### config.mk
export PLATFORM = sky130hd
export DESIGN_NAME = cond_sequencer
export DESIGN_NICKNAME = d
export VERILOG_FILES = /design/src/rtl/cond_sequencer.sv
export SDC_FILE = /design/constraint.sdc
export NUM_CORES = 1
export LEC_CHECK = 0
export CAP_MARGIN = 0
export CORE_ASPECT_RATIO = 0.8
export CORE_MARGIN = 3
export CORE_UTILIZATION = 32
export CTS_BUF_LIST = sky130_fd_sc_hd__clkbuf_16
export DETAILED_ROUTE_END_ITERATION = 10
export GPL_TIMING_DRIVEN = 0
export SYNTH_ARGS = -nofsm -noshare
export SYNTH_HDL_FRONTEND = slang
export SYNTH_SLANG_ARGS = --single-unit
export TNS_END_PERCENT = 1
### constraint.sdc
create_clock -name clk -period 3.6 [get_ports clk]
set_input_delay 1.08 -clock clk [delete_from_list [all_inputs] [get_ports clk]]
set_output_delay 1.08 -clock clk [all_outputs]
set_load 0.02 [all_outputs]
### src/rtl/cond_sequencer.sv
`timescale 1ns/1ps
// -----------------------------------------------------------------------------
// cond_sequencer
//
// Issue-stage controller for conditional execution. Owns the architectural
// NZCV flag register, evaluates each presented instruction's 4-bit condition
// field against it, gates register/memory/PC writes, and sequences flag
// updates from the single-cycle ALU and from a multi-cycle flag-setting unit
// (e.g. multiply). While a multi-cycle flag update is pending, only AL
// non-flag-setting instructions may issue; everything else is held off via
// the valid/ready handshake so no instruction ever reads stale flags.
//
// Parameters
//   MUL_LAT       cycles from multi-cycle issue to valid mc_flags (1..15)
//
// Ports
//   clk           rising-edge clock
//   reset         synchronous, active-high reset
//   in_valid      decode presents an instruction
//   in_ready      sequencer accepts it this cycle
//   cond[3:0]     condition field (EQ=0000 .. AL=1110, 1111 undefined)
//   flag_w[1:0]   [1] update N,Z ; [0] update C,V
//   multi         instruction is a multi-cycle flag-setting op
//   alu_flags     NZCV from the single-cycle ALU, same cycle as issue
//   mc_flags      NZCV from the multi-cycle unit
//   reg_w_in, mem_w_in, pcs_in   ungated decode write controls
//   reg_w, mem_w, pcs            gated write controls
//   issue         handshake completed (in_valid & in_ready)
//   cond_ex       condition passed for the presented instruction
//   undef         presented cond == 1111
//   flags[3:0]    current NZCV register {N,Z,C,V}
//
// Optional feature (macro COND_SEQ_PERF_EN):
//   stall_cycles[15:0]  cycles with in_valid & ~in_ready (saturating)
//   skip_cnt[15:0]      issues whose condition failed (saturating)
// -----------------------------------------------------------------------------
module cond_sequencer #(
   parameter int MUL_LAT = 3
) (
   input  logic       clk,
   input  logic       reset,
   input  logic       in_valid,
   output logic       in_ready,
   input  logic [3:0] cond,
   input  logic [1:0] flag_w,
   input  logic       multi,
   input  logic [3:0] alu_flags,
   input  logic [3:0] mc_flags,
   input  logic       reg_w_in,
   input  logic       mem_w_in,
   input  logic       pcs_in,
   output logic       reg_w,
   output logic       mem_w,
   output logic       pcs,
   output logic       issue,
   output logic       cond_ex,
   output logic       undef,
   output logic [3:0] flags
`ifdef COND_SEQ_PERF_EN
   ,
   output logic [15:0] stall_cycles,
   output logic [15:0] skip_cnt
`endif
);

   typedef enum logic {
      IDLE = 1'b0,
      BUSY = 1'b1
   } state_t;

   localparam logic [3:0] LAT_INIT = 4'(MUL_LAT);
   localparam logic [3:0] COND_AL  = 4'b1110;
   localparam logic [3:0] COND_NV  = 4'b1111;

   state_t     state, state_next;
   logic [3:0] cnt, cnt_next;
   logic [3:0] flags_next;
   logic [1:0] fw_lat, fw_lat_next;   // flag_w of the pending multi-cycle op
   logic       cond_pass;

   // Replace the selected halves of the NZCV register: sel[1] covers N,Z,
   // sel[0] covers C,V.
   function automatic logic [3:0] merge_flags(input logic [3:0] cur,
                                              input logic [3:0] upd,
                                              input logic [1:0] sel);
      merge_flags = {sel[1] ? upd[3:2] : cur[3:2],
                     sel[0] ? upd[1:0] : cur[1:0]};
   endfunction

   // Condition evaluation against the architectural flags only; mc_flags is
   // deliberately never bypassed here.
   always_comb begin
      // NOTE: every combinational output gets a default before the case so no
      // path leaves it unassigned (which would infer a latch).
      cond_pass = 1'b0;
      case (cond)
         4'b0000: cond_pass =  flags[2];                        // EQ
         4'b0001: cond_pass = ~flags[2];                        // NE
         4'b0010: cond_pass =  flags[1];                        // CS
         4'b0011: cond_pass = ~flags[1];                        // CC
         4'b0100: cond_pass =  flags[3];                        // MI
         4'b0101: cond_pass = ~flags[3];                        // PL
         4'b0110: cond_pass =  flags[0];                        // VS
         4'b0111: cond_pass = ~flags[0];                        // VC
         4'b1000: cond_pass = ~flags[2] &  flags[1];            // HI
         4'b1001: cond_pass =  flags[2] | ~flags[1];            // LS
         4'b1010: cond_pass = ~(flags[3] ^ flags[0]);           // GE
         4'b1011: cond_pass =  (flags[3] ^ flags[0]);           // LT
         4'b1100: cond_pass = ~flags[2] & ~(flags[3] ^ flags[0]); // GT
         4'b1101: cond_pass =  flags[2] |  (flags[3] ^ flags[0]); // LE
         4'b1110: cond_pass = 1'b1;                             // AL
         default: cond_pass = 1'b0;                             // 1111 undefined
      endcase
   end

   // Next-state and output logic.
   always_comb begin
      state_next  = state;
      cnt_next    = cnt;
      flags_next  = flags;
      fw_lat_next = fw_lat;
      in_ready    = 1'b1;

      // While BUSY only AL instructions that touch no flags may pass; this
      // depends on the presented fields, not on in_valid.
      if (state == BUSY) begin
         in_ready = (cond == COND_AL) && (flag_w == 2'b00) && !multi;
      end

      issue   = in_valid & in_ready;
      cond_ex = in_valid & cond_pass;
      undef   = (cond == COND_NV);
      reg_w   = reg_w_in & cond_ex & issue;
      mem_w   = mem_w_in & cond_ex & issue;
      pcs     = pcs_in   & cond_ex & issue;

      case (state)
         IDLE: begin
            if (issue && cond_pass && (flag_w != 2'b00)) begin
               if (multi) begin
                  state_next  = BUSY;
                  cnt_next    = LAT_INIT;
                  fw_lat_next = flag_w;
               end else begin
                  flags_next = merge_flags(flags, alu_flags, flag_w);
               end
            end
         end
         BUSY: begin
            // The count runs regardless of in_valid; any instruction that
            // issues here is AL with flag_w==0 and cannot touch the flags.
            cnt_next = cnt - 4'd1;
            if (cnt == 4'd1) begin
               flags_next = merge_flags(flags, mc_flags, fw_lat);
               state_next = IDLE;
            end
         end
         default: state_next = IDLE;
      endcase
   end

   always_ff @(posedge clk) begin
      // NOTE: sequential state uses non-blocking assignments so every register
      // samples pre-edge values, independent of statement order.
      if (reset) begin
         state  <= IDLE;
         cnt    <= 4'd0;
         flags  <= 4'b0000;
         fw_lat <= 2'b00;
      end else begin
         state  <= state_next;
         cnt    <= cnt_next;
         flags  <= flags_next;
         fw_lat <= fw_lat_next;
      end
   end

`ifdef COND_SEQ_PERF_EN
   // Saturating event counters for performance analysis.
   always_ff @(posedge clk) begin
      if (reset) begin
         stall_cycles <= 16'd0;
         skip_cnt     <= 16'd0;
      end else begin
         if (in_valid && !in_ready && (stall_cycles != 16'hFFFF)) begin
            stall_cycles <= stall_cycles + 16'd1;
         end
         if (issue && !cond_pass && (skip_cnt != 16'hFFFF)) begin
            skip_cnt <= skip_cnt + 16'd1;
         end
      end
   end
`endif

endmodule

Word-level counts from Yosys, hierarchy flattened
Index checks and enable logic that the tools add are counted.
- flip-flop bits (word level): 11
- input port bits: 21
- output and inout port bits: 11
- logic and storage cells: 78
- $add $sub $neg: 1
- equality and inequality tests: 24
- mux-type cells: 17
- bitwise gates (word level): 19
- reduce and logical (&&, ||, !) cells: 12
- operator list (cell ; count):
    4-bit equality test (second input constant) ; 8
    4-bit 2-to-1 mux ; 5
    4-bit by 3-bit equality test with 1-bit output (second input constant) ; 4
    4-bit case mux with 2 select lines ; 2
    1-bit case mux with 15 select lines ; 1
    1-bit AND ; 10
    2-bit != test (second input constant) ; 5
    5-bit AND reduction ; 2
    4-bit by 1-bit equality test with 1-bit output (second input constant) ; 2
    4-bit by 2-bit equality test with 1-bit output (second input constant) ; 2
    2-bit 2-to-1 mux ; 4
    2-bit by 1-bit != test with 1-bit output (second input constant) ; 3
    1-bit NOT ; 6
    1-bit logical AND ; 4
    4-bit zero test ; 1
    1-bit 2-to-1 mux ; 4
    4-bit by 1-bit subtractor with 4-bit output (second input constant) ; 1
    3-bit AND reduction ; 1
    2-bit zero test ; 1
    1-bit OR ; 2
    1-bit case mux with 2 select lines ; 1
    2-bit AND reduction ; 1
    2-bit nonzero test ; 1
    1-bit zero test ; 1
    1-bit XOR ; 1

Depth between registers and ports, before layout
- word-level depth: 9
- mapped depth: 7

Worst setup path after synthesis
No wires, ideal clock.
- kind: input-to-output
- start point: input cond[3]
- end point: output mem_w
- arrival: 2724 ps
- required time: 2520 ps
- slack: -204 ps
- cell stages on the path: 7
- path buffers: 1
- path through: clkbuf_1 and3b_2 o21ai_0 a221oi_2 a2111oi_4 nor2_1 and2_1
- longest elaborated chain between the ends: 6
- ends and longest elaborated chain (element ; line ; text):
    start: declaration ; 44 ; input logic [3:0] cond,
    branches (longest 5 deep; another with 1-bit case mux with 15 select lines) ; - ;
    1-bit AND (*) ; 134 ; mem_w = mem_w_in & cond_ex & issue;
    end: declaration ; 53 ; output logic mem_w,
Mark *: on every way between the ends.

Final worst setup path
- start point: input cond[3]
- end point: output cond_ex
- longest elaborated chain between the ends: 3
- ends and longest elaborated chain (element ; line ; text):
    4-bit equality test, or another cell as far along ; 96 ; case (cond)
    1-bit case mux with 15 select lines (*) ; 96 ;
    1-bit AND (*) ; 131 ; cond_ex = in_valid & cond_pass;
    end: declaration ; 56 ; output logic cond_ex,
Every way passes the cells marked *; elsewhere a longest branch is shown, timed or not.

==> impl_results.md <==
* Outcome: finished, final reports clean
* Routed Antenna Nets at 0
* Sequential share of power at 0.287
* Filler cells at approximately 220
* Global-route wire length before repair at just over 4000 um
* Ys async rst share at 0
* Cells after DPL at about 170
* Int Pwr at 0.359 mW
* Most common cell in the netlist: dfxtp_1
* Layout area overhead at 65.8%
* Clock Power Share at 0.415
* Clock latency on the worst-skew pair at ~0.24 ns
* Initial antenna violation count at 0
* Crit path arrival time at roughly 2.5 ns
* Post-synthesis sequential area ratio at 0.248
* Largest vdd supply drop at between 0.0002 and 0.00025 V
* Worst setup endpoint: cond_ex
* Synth cell count leaders: 11 x dfxtp_1, 8 x mux2i_1, 6 x a21oi_1, 6 x inv_1, 6 x nand2_1
* Yosys top cell area share at 0.248
* Row cnt at 16
* Worst-path fanout max at 5
* Avg Cell Area, Syn at between 8 and 9 um2
* Vias in the first global route at ~890
* Worst-path clk slew at 0.05 ns
* Crit path largest cell delay at between 0.4 and 0.5 ns
* Die width at between 60 and 70 um
* Starting Density at 0.349
* DIE AREA at between 0.003 and 0.004 mm2
* HPWL after DPL at ~1800 um
* Min Hold Slack at slightly above 0.5 ns
* Total length of routed wires at about 2500 um
* WL per Instance at approximately 14 um
* # clock sinks at 11
* EDFF count, synth at 0
* Worst-Margin Slew at ~0.5 ns
* DRC errors left at 0
* Root Buffer: clkbuf_16
* CP Data Required Time at ~2.5 ns
* Core Area at roughly 0.0025 mm2
* Total CTS buffers at 3
* Worst reg2reg path endpoint: fw_lat[1]
* Layout cells sized above 1 at 0.315
* Setup crit end kind: output port
* Initial drt markers at 39
* P_sw at 0.133 mW
* DRT Pass-1 Iters at 4
* Sw frac at 0.270
* Logic gate share of total power at 0.298
* Startpoint Class: input pin
* Vias at 934
* Mapped Nets at about 130
* Fin Clk Skew at roughly 0.0065 ns
* Final std cells w/o fill at 179
* #FFs+latches synth at 11
* R2r setup slk at about 1.3 ns
* Crit path from: cond[3]
* RSZ-0062 raised after global routing: true
* Post-Syn Area at 888 um2
* Synth Warn # at 0
* Nets@finish at 167
* Multi-input logic area at around 690 um2
* Largest net degree at the start of global routing at 11
* Cells after Synth at around 100
* Final Max Tran Viols at 0
* Register area at roughly 220 um2
* Area after DPL at 0.00123 mm2
* Crit path kind: in2out
* Leakage at roughly 0.54 nW
* Final hold viol count at 0
* Critical path cell sequence: buf_12 > and3b_2 > o21ai_2 > a221oi_2 > a2111oi_4 > and2b_2 > buf_6
* Design area at 0.00147 mm2
* Grt ovf at 0
* H-tree levels at 1
* Area contributors post-synth: dfxtp_1 25%, mux2i_1 9.0%, nand2b_1 3.5%
* # IOs at 32
* Final min period at approximately 3.6 ns
* Reg-to-reg critical path startpoint: flags[3]
* FMAX at 279 MHz
* Gpl congestion at 0.761
* TritonCTS clock tree: built
* Synth unique cells at 43
* Final setup violation count at 0
* Via/cell ratio at about 5.2
* Hold Path Class: reg2reg
* Tot GR Track Use at 0.155
* Ant. Diodes at 0
* IO Port Bufs at 28
* Max Cap Viol at 0
* R2r worst-path depth at 8
* Longest Clk Path Bufs at 2
* PwrDens at around 330 mW/mm2
* Slowest-stage cell, CP: a2111oi_4
* Die Span Y at 53.1 um
* Overall power at 0.492 mW
* Fin crit share at 0.995
* Synth area leader: dfxtp_1
* Prevailing post-synth register cell: dfxtp_1
* Slew HR at 0.667
## power by group through the flow
stage	Sequential [mW]	Combinational [mW]	Clock [mW]
2_1_floorplan	0.142	0.0734	0
5_1_grt	0.142	0.159	0.214
3_5_place_dp	0.142	0.123	0
4_1_cts	0.140	0.131	0.204
6_report	0.141	0.147	0.204
3_3_place_gp	0.142	0.121	0
## worst max-delay path: cells and delay by family
kind	cells	cell delay [ns]
AO/OA/AOI/OAI	3	0.70
AND/OR/NAND/NOR	2	0.49
buffers and inverters	2	0.24
## state kept, by name (all words and copies together), names as in the netlist
signal  cells
cnt         4
flags       4
fw_lat      2
state       1
## area by class of cell
type	count	area share
multi-input combinational	82	0.467
sequential	11	0.150
tap	36	0.0306
buffer	5	0.0399
inverter	6	0.0153
timing repair buffer	35	0.243
clock inverter	1	0.00340
clock buffer	3	0.0510
## logic make-up (layout without fill, tap and decap cells)
kind of cell,after synthesis,after routing,synth area share
buffers and inverters,11,50,0.0493
AND/OR/NAND/NOR,37,37,0.258
adder cells (fa/ha/maj),2,2,0.0282
multiplexers,8,8,0.0901
XOR/XNOR,2,2,0.0197
AO/OA/AOI/OAI,33,33,0.307
flip-flops,11,11,0.248
## how the worst min path moves through the flow
stage,start,endpoint,slack (ns),cells past startpoint
2_1_floorplan,fw_lat[0],fw_lat[0],0.46,2
3_3_place_gp,cnt[3],cnt[3],0.48,2
3_5_place_dp,cnt[1],cnt[1],0.50,1
4_1_cts,cnt[1],cnt[1],0.51,1
5_1_grt,cnt[1],cnt[1],0.54,1
6_report,cnt[3],cnt[3],0.50,2
## per-stage QoR
stage	setup TNS [ns]	setup WS (ns)	util
detailed placement	-5.63	-1.18	0.486
finish	0	0.0187	0.579
CTS	-0.482	-0.158	0.534
floorplan	-0.127	-0.0331	-
global placement	-5.53	-1.13	0.486
global route	-0.0237	-0.0237	0.579
## repair_timing
action / in CTS / in global routing
gates resized for setup: 34 / 28
hold buffers: 0 / 0
endpoints found under the setup margin: 6 / 6
gates cloned: 0 / 2
setup buffers: 3 / 2
pin swaps: 2 / 10
## per-layer routing
metal	share of wire	GRT usage	vias to the layer above
met5	0	0	-
met4	0.0091	0.0421	0
met3	0.061	0.0361	2
met2	0.46	0.260	34
met1	0.47	0.200	439
li1	-	-	459
## cells in the final DEF, fill, tap and decap left out, types with 2 or more instances in the layout
cell             synthesis  final
a211oi_1                 4      4
a21oi_1                  6      6
and2_4                   0      3
buf_12                   0      2
buf_4                    0      5
buf_6                    0      5
clkbuf_16                0      5
clkbuf_2                 0      2
clkdlybuf4s50_1          0     18
dfxtp_1                 11     11
ha_1                     2      2
inv_1                    6      6
mux2i_1                  8      8
nand2_1                  6      5
nand2b_1                 5      5
nand3_1                  2      2
nor2_1                   5      4
nor2b_1                  3      3
nor3_1                   2      2
o21a_1                   3      3
o21ai_0                  5      2
o21ai_2                  2      4
o31a_1                   2      2
Power figures use the tool's default switching activity.
